==> src/rtl/ram_fifo_ctrl.sv <==
// ram_fifo_ctrl: push/pop FIFO controller in front of a 16x8 dual-port RAM.
// Port 0 of the RAM is used for writes, port 1 for registered reads.
// Optional almost_full/almost_empty outputs: define RAM_FIFO_ALMOST_FLAGS_EN.
`timescale 1ns/1ps
module ram_fifo_ctrl #(
   parameter int DATA_WIDTH      = 8,
   parameter int ADDR_WIDTH      = 4,
   parameter int ALMOST_FULL_TH  = 14,
   parameter int ALMOST_EMPTY_TH = 2
) (
   input  logic                  clk,
   input  logic                  rst,
   input  logic                  flush,
   input  logic                  push,
   input  logic [DATA_WIDTH-1:0] push_data,
   input  logic                  pop,
   output logic [DATA_WIDTH-1:0] pop_data,
   output logic                  pop_valid,
   output logic                  full,
   output logic                  empty,
   output logic [ADDR_WIDTH:0]   count,
   output logic                  overflow,
   output logic                  underflow,
   input  logic                  err_clr,
`ifdef RAM_FIFO_ALMOST_FLAGS_EN
   output logic                  almost_full,
   output logic                  almost_empty,
`endif
   output logic                  ram_wr_en,
   output logic                  ram_port_en_0,
   output logic [ADDR_WIDTH-1:0] ram_addr_0,
   output logic [DATA_WIDTH-1:0] ram_data_in,
   output logic                  ram_port_en_1,
   output logic [ADDR_WIDTH-1:0] ram_addr_1,
   input  logic [DATA_WIDTH-1:0] ram_data_out_1
);

   localparam logic [ADDR_WIDTH:0] DEPTH_CNT = (ADDR_WIDTH+1)'(2**ADDR_WIDTH);

   logic [ADDR_WIDTH-1:0] wr_ptr;
   logic [ADDR_WIDTH-1:0] rd_ptr;
   logic [ADDR_WIDTH:0]   count_q;
   logic                  vld_p1;
   logic                  ovf_q;
   logic                  udf_q;
   logic                  push_acc;
   logic                  pop_acc;
   logic                  ovf_set;
   logic                  udf_set;

   assign full  = (count_q == DEPTH_CNT);
   assign empty = (count_q == '0);
   assign count = count_q;

   // Accept/reject decisions; enables are held low while reset is asserted
   always_comb begin
      push_acc = push & ~full  & ~flush & ~rst;
      pop_acc  = pop  & ~empty & ~flush & ~rst;
      ovf_set  = push &  full  & ~flush;
      udf_set  = pop  &  empty & ~flush;
   end

   assign ram_wr_en     = push_acc;
   assign ram_port_en_0 = push_acc;
   assign ram_addr_0    = wr_ptr;
   assign ram_data_in   = push_data;
   assign ram_port_en_1 = pop_acc;
   assign ram_addr_1    = rd_ptr;

   // RAM read data arrives one cycle after the accepted pop
   assign pop_data  = ram_data_out_1;
   assign pop_valid = vld_p1;
   assign overflow  = ovf_q;
   assign underflow = udf_q;

`ifdef RAM_FIFO_ALMOST_FLAGS_EN
   assign almost_full  = (count_q >= (ADDR_WIDTH+1)'(ALMOST_FULL_TH));
   assign almost_empty = (count_q <= (ADDR_WIDTH+1)'(ALMOST_EMPTY_TH));
`endif

   // Pointers, occupancy and read-valid pipeline; flush clears them all
   always_ff @(posedge clk or posedge rst) begin
      if (rst) begin
         wr_ptr  <= '0;
         rd_ptr  <= '0;
         count_q <= '0;
         vld_p1  <= 1'b0;
      end else if (flush) begin
         wr_ptr  <= '0;
         rd_ptr  <= '0;
         count_q <= '0;
         vld_p1  <= 1'b0;
      end else begin
         vld_p1 <= pop_acc;
         if (push_acc) wr_ptr <= wr_ptr + 1'b1;
         if (pop_acc)  rd_ptr <= rd_ptr + 1'b1;
         case ({push_acc, pop_acc})
            2'b10:   count_q <= count_q + 1'b1;
            2'b01:   count_q <= count_q - 1'b1;
            default: count_q <= count_q;
         endcase
      end
   end

   // Sticky error flags; a new rejection wins over a simultaneous clear
   always_ff @(posedge clk or posedge rst) begin
      if (rst) begin
         ovf_q <= 1'b0;
         udf_q <= 1'b0;
      end else begin
         if (ovf_set)      ovf_q <= 1'b1;
         else if (err_clr) ovf_q <= 1'b0;
         if (udf_set)      udf_q <= 1'b1;
         else if (err_clr) udf_q <= 1'b0;
      end
   end

endmodule

==> config.mk <==
export PLATFORM = sky130hd
export DESIGN_NAME = ram_fifo_ctrl
export DESIGN_NICKNAME = d
export VERILOG_FILES = /design/src/rtl/ram_fifo_ctrl.sv
export SDC_FILE = /design/constraint.sdc
export NUM_CORES = 1
export LEC_CHECK = 0
export ABC_AREA = 1
export CORE_MARGIN = 2
export CORE_UTILIZATION = 41
export CTS_CLUSTER_SIZE = 8
export DETAILED_ROUTE_END_ITERATION = 7
export PLACE_DENSITY = 0.85
export SYNTH_ARGS = -nofsm -noshare
export SYNTH_HDL_FRONTEND = slang
export SYNTH_SLANG_ARGS = --single-unit
==> constraint.sdc <==
create_clock -name clk -period 6.15 [get_ports clk]
set_input_delay 1.23 -clock clk [delete_from_list [all_inputs] [get_ports clk]]
set_output_delay 1.23 -clock clk [all_outputs]
set_load 0.05 [all_outputs]
---- After elaboration in Yosys (flattened, before gate mapping) ----
Cells that the tools add are included.
cells by class
  $add $sub $neg .......................... 4
  eq/ne operators ......................... 3
  muxes and demuxes ....................... 10
  bitwise gates (word level) .............. 14
  reduce and logical (&&, ||, !) cells .... 6
operator list
  kind                 count
  $mux 4               4
  $and 1x1->1          10
  $pmux 5 s2           1
  $add 4x1->4 const B  2
  $reduce_bool 2->1    4
  $add 5x1->5 const B  1
  $eq 5x5->1 const B   1
  $logic_not 5->1      1
  $mux 5               1
  $sub 5x1->5 const B  1
  $mux 1               4
  $not 1->1            4
  $reduce_bool 3->1    1
  $eq 2x1->1 const B   1
  $eq 2x2->1 const B   1
storage, ports and cells
  bits in registers ....................... 16
  bits of input ports ..................... 22
  output and inout bits ................... 37
  logic and storage cells ................. 43

---- Longest topological paths before layout ----
  word-level depth ........................ 8
  depth in mapped cells ................... 15
  gate-level depth less buffers ........... 15

---- Worst setup path after synthesis ----
OpenSTA, ideal clock, no wires.
  kind .................................... input to output
  start point ............................. in flush
  end point ............................... out ram_wr_en
  data arrival time ....................... 2043 ps
  required time ........................... 4920 ps
  path slack .............................. 2877 ps
  stages .................................. 4
  path buffers ............................ 1
  cells stage by stage .................... nor3b_2 -> nand2_2 -> inv_2 -> buf_4
on the way
  cells in the longest elaborated chain, start to end .. 3
ends and longest elaborated chain
  element                   line  text
  start: declaration        13    input logic flush,
  $not 1->1                 57    push_acc = push & ~full & ~flush & ~rst;
  $and 1x1->1 (2 in a row)  57
  end: declaration          29    output logic ram_wr_en,
Every way passes these cells.

---- Worst setup path in the final report ----
  start point ............................. in flush
  end point ............................... out ram_port_en_0
on the way
  cells in the longest elaborated chain, start to end .. 3
ends and longest elaborated chain
  element                   line  text
  $not 1->1                 57
  $and 1x1->1 (2 in a row)  57
  end: declaration          30    output logic ram_port_en_0,
Every way passes these cells.

==> results.md <==
- The required time at the endpoint of the critical path is just under 5 ns.
- The relative slew slack is ~60%.
- The number of warnings reported in the yosys synthesis log is 0.
- Once the floorplan was initialized, standard cells occupied ~43% of the core.
- Counting every net in the synthesized netlist gives between 150 and 200.
- For this run, global-route usage on met1 was measured as 17.4%.
- In this run, synthesis produced a sequential element count of 16.
- The distinct cell type count of the synthesized netlist is 20.
- The share of post-route cells with drive strength above 1 is 10.5%.
- The number of nets in the finished design is 172.
- The core outline area is 2450 um2.
- In the finished design, the share of the clock period the worst path needs comes to 71.0%.
- Among the stages of the critical path, the cell type that occurs most often is sky130_fd_sc_hd__clkdlybuf4s50_1.
- The die is approximately 55 um tall.
- The H-tree depth is 1.
- The detailed-route DRC error count is 0.
- The sort of element at the start of the critical path is an input port.
- The most used flip-flop cell after synthesis is sky130_fd_sc_hd__dfrtp_1.
- The number of standard cells after synthesis is about 130.
- The total leakage power is 0.000608 uW.
- After routing, the total negative slack on setup checks comes to 0 ns.
- Global routing finished with a remaining overflow of 0.
- From left edge to right edge, the die measures between 50 and 60 um.
- The number of pins exceeding their max-slew limit in the final report is 0.
- The tightest min-delay check is of the flip-flop to flip-flop type.
- The clock arrives with 0.00434 ns of skew.
- The number of violations of the max-capacitance limit is 0.
- The slew at the pin closest to its max-slew limit is 0.605 ns.
- The met3 usage in global routing is 3.55%.
- Setup violations remaining at the end of the flow were counted as 0.
- Yosys instantiated no cell more often than sky130_fd_sc_hd__nand2_1.
- In this run the core area contains 18 standard-cell rows.
- sky130_fd_sc_hd__dfrtp_1 takes more of the synthesized area than any other cell.
- The number of buffers added for setup after CTS is 0.
- The root buffer selected by CTS is sky130_fd_sc_hd__clkbuf_4.
- The clock insertion delay at the later pin of the skew report is 0.28 ns.
- The final hold violation count is 0.
- The total length of routed wires is 1920 um.
- The busiest layer in global routing is met2.
- In the post-synthesis netlist, the biggest area contributors are sky130_fd_sc_hd__dfrtp_1 (38%), sky130_fd_sc_hd__buf_4 (12%), sky130_fd_sc_hd__nand2_1 (9.3%), sky130_fd_sc_hd__ha_1 (6.0%), sky130_fd_sc_hd__nand3_1 (5.7%).
- Port buffering added 26 buffers.
- Setup repair after global routing left no endpoint under its margin.
- For this design the ratio of total power to cell area is 206 nW/um2.
- The first global-routing pass estimated 3150 um of wire.
- The classification of the worst setup path is input port to primary output.
- The initial antenna violation count is 0.
- Summed over all nets, the half-perimeter wirelength after detailed placement is 1540 um.
- The count of hold-fix buffers inserted at cts is 0.
- Walking the worst path, the cells encountered are clkdlybuf4s50_1 -> nor3b_2 -> nand2_2 -> inv_2 -> clkdlybuf4s50_1.
- The number of nets with antenna violations after routing is 0.
- The number of ports placed on the die boundary is 59.
- A synthesized cell averages 7.99 um2.
- The largest stage delay on the critical path is between 0.8 and 0.9 ns.
- Clock tree synthesis inserted a total of 3 buffers.
- The global-route track usage on met2 is 25.7%.
- The clock passes through at most 2 buffers.
- The worst supply voltage drop on vdd is 0.160 mV.
- The CTS tree is done.
- The floorplan step defined a die boundary enclosing 2970 um2.
- Sequential cells were found to cover between 30% and 40% of the synthesized design area.
- Global routing used 14.4% of the available tracks across all layers.
- STA classifies the critical path endpoint as a primary output.
- The routability congestion estimate from global placement is between 0.8 and 0.9.
- After clock tree synthesis, the repair step resized 0 gates.
- The detailed-router iteration count before antenna repair is 5.
- The count of clock tree sinks is 16.
- The power after layout is 257 uW.
- The commonest cells after synthesis are sky130_fd_sc_hd__nand2_1 (26), sky130_fd_sc_hd__buf_4 (17), sky130_fd_sc_hd__dfrtp_1 (16), sky130_fd_sc_hd__inv_1 (15), sky130_fd_sc_hd__nand3_1 (12).
- The repair_antennas step left the layout with diodes totalling 0.
- The count of flip-flops with a built-in enable after synthesis is 0.
- The run finished with clean final reports.
- The maximum frequency from static timing analysis is between 0.2 and 0.25 GHz.
- The detailed router finished its first iteration with 6 violations.
- The share of flip-flops with an asynchronous set or reset after synthesis is 100%.
- The area growth from synthesis to layout is 19.4%.
- For the worst setup path, the data arrival time is 3.14 ns.
- Counting both buffers and inverters, the worst setup path holds a total of 3.
- The cell type group with the largest total delay on the critical path is buffers and inverters.
- The via count of the first global-routing pass is around 780.
- In this run the worst path has a maximum fanout of 8.
- The fraction of synthesized cell area taken by the top area cell type is 38.2%.
- The shortest period the worst path allows is approximately 4.4 ns.
- The wire length per cell after detailed routing is 11.1 um.
- Summing every instance area after synthesis gives about 1000 um2.
- The final route contains 821 vias.
- After detailed routing, the number of vias per cell comes to approximately 4.7.
- Entering global routing, the biggest net connects 17 pins.
- The slowest stage of the critical path is the sky130_fd_sc_hd__clkdlybuf4s50_1 cell.
- After clock tree synthesis, the clock-pin slew on the worst setup and hold paths is 0.09 ns.
[routing by layer]
layer  up-vias  wire [um]
met1       367        873
met3         2        135
li1        423          -
met5         -          0
met4         0          2
met2        29        912
[metrics by stage]
step                util [%]  hold WS, ns  worst slack, ns  cell area (um2)  std cells
global placement        49.4        0.482             1.85             1210        169
detailed placement      49.4        0.488             1.79             1210        169
finish                  50.9        0.498             1.78             1250        173
global route            50.9        0.531             1.69             1250        173
CTS                     50.9        0.502             1.78             1250        173
floorplan                  -        0.748             2.88             1050        131
[layout by cell type (no fill, tap or decap), drive strengths merged, types with 4 or more instances in the layout]
master         Yosys  layout
clkdlybuf4s50      0      26
clkbuf             1       4
dfrtp             16      16
inv               18      18
o21ai              9       9
nand2             30      30
ha                 5       5
nor2               9       9
a21oi              5       5
nand3             13      13
[layout make-up]
cell class / count / area [um2]
clock buffers: 4 / 36.3
fillers: 229 / 1200
inverters: 18 / 67.6
multi-input cells: 79 / 448
flip-flops and latches: 16 / 400
well taps: 30 / 37.5
repair buffers: 26 / 260
[worst reg2reg max path, cell delays in order (launching register included)]
cell and delay [ns]:
sky130_fd_sc_hd__dfrtp_1 0.43, sky130_fd_sc_hd__nor2_1 0.17, sky130_fd_sc_hd__nand3_1 0.14, sky130_fd_sc_hd__nand2_2 0.18
sky130_fd_sc_hd__inv_2 0.09, sky130_fd_sc_hd__nor2_1 0.24, sky130_fd_sc_hd__ha_1 0.33, sky130_fd_sc_hd__a21oi_1 0.21
sky130_fd_sc_hd__nand3_1 0.09, sky130_fd_sc_hd__nand2_1 0.09, sky130_fd_sc_hd__inv_1 0.04, sky130_fd_sc_hd__nand2_1 0.04
sky130_fd_sc_hd__nand2_1 0.05, sky130_fd_sc_hd__nand2_1 0.06, sky130_fd_sc_hd__nand2_1 0.04
[flip-flops by register name, summed over array words and instances (netlist names)]
signal / cells
pop_valid: 1
ram_addr_0: 4
ram_addr_1: 4
count: 5
underflow: 1
overflow: 1
[cells by family after synthesis]
group                      after synthesis  synth area share, %
AOI/OAI and AO/OA                       14                 7.05
xor gates and xnor gates                 2                 1.67
adders and majority gates                6                 7.89
buffers and inverters                   36                 19.0
DFF                                     16                 38.2
and+or+nand+nor                         57                 26.2
[power breakdown]
group / leakage (uW) / switching (uW) / internal (uW)
Sequential: 0.000220 / 5.31 / 110
Combinational: 0.000368 / 51.1 / 24.2
Clock: 0.0000210 / 30.5 / 36.0
[final timing paths]
| path | start | slack (ns) | endpoint | depth (start not counted) |
|---|---|---|---|---|
| worst max-delay path | flush | 1.78 | ram_port_en_0 | 5 |
| worst min-delay path | ram_addr_0[2]$_DFFE_PP0P_ | 0.50 | ram_addr_0[2]$_DFFE_PP0P_ | 1 |
| worst max register to register | count[2]$_DFFE_PP0P_ | 3.88 | count[4]$_DFFE_PP0P_ | 14 |
| worst min register to register | ram_addr_0[2]$_DFFE_PP0P_ | 0.50 | ram_addr_0[2]$_DFFE_PP0P_ | 1 |
| max in group asynchronous | rst | 4.33 | ram_addr_0[0]$_DFFE_PP0P_ | 2 |
| min in group asynchronous | rst | 1.42 | ram_addr_1[2]$_DFFE_PP0P_ | 2 |
Note: power is estimated with default switching activity, not from simulation.
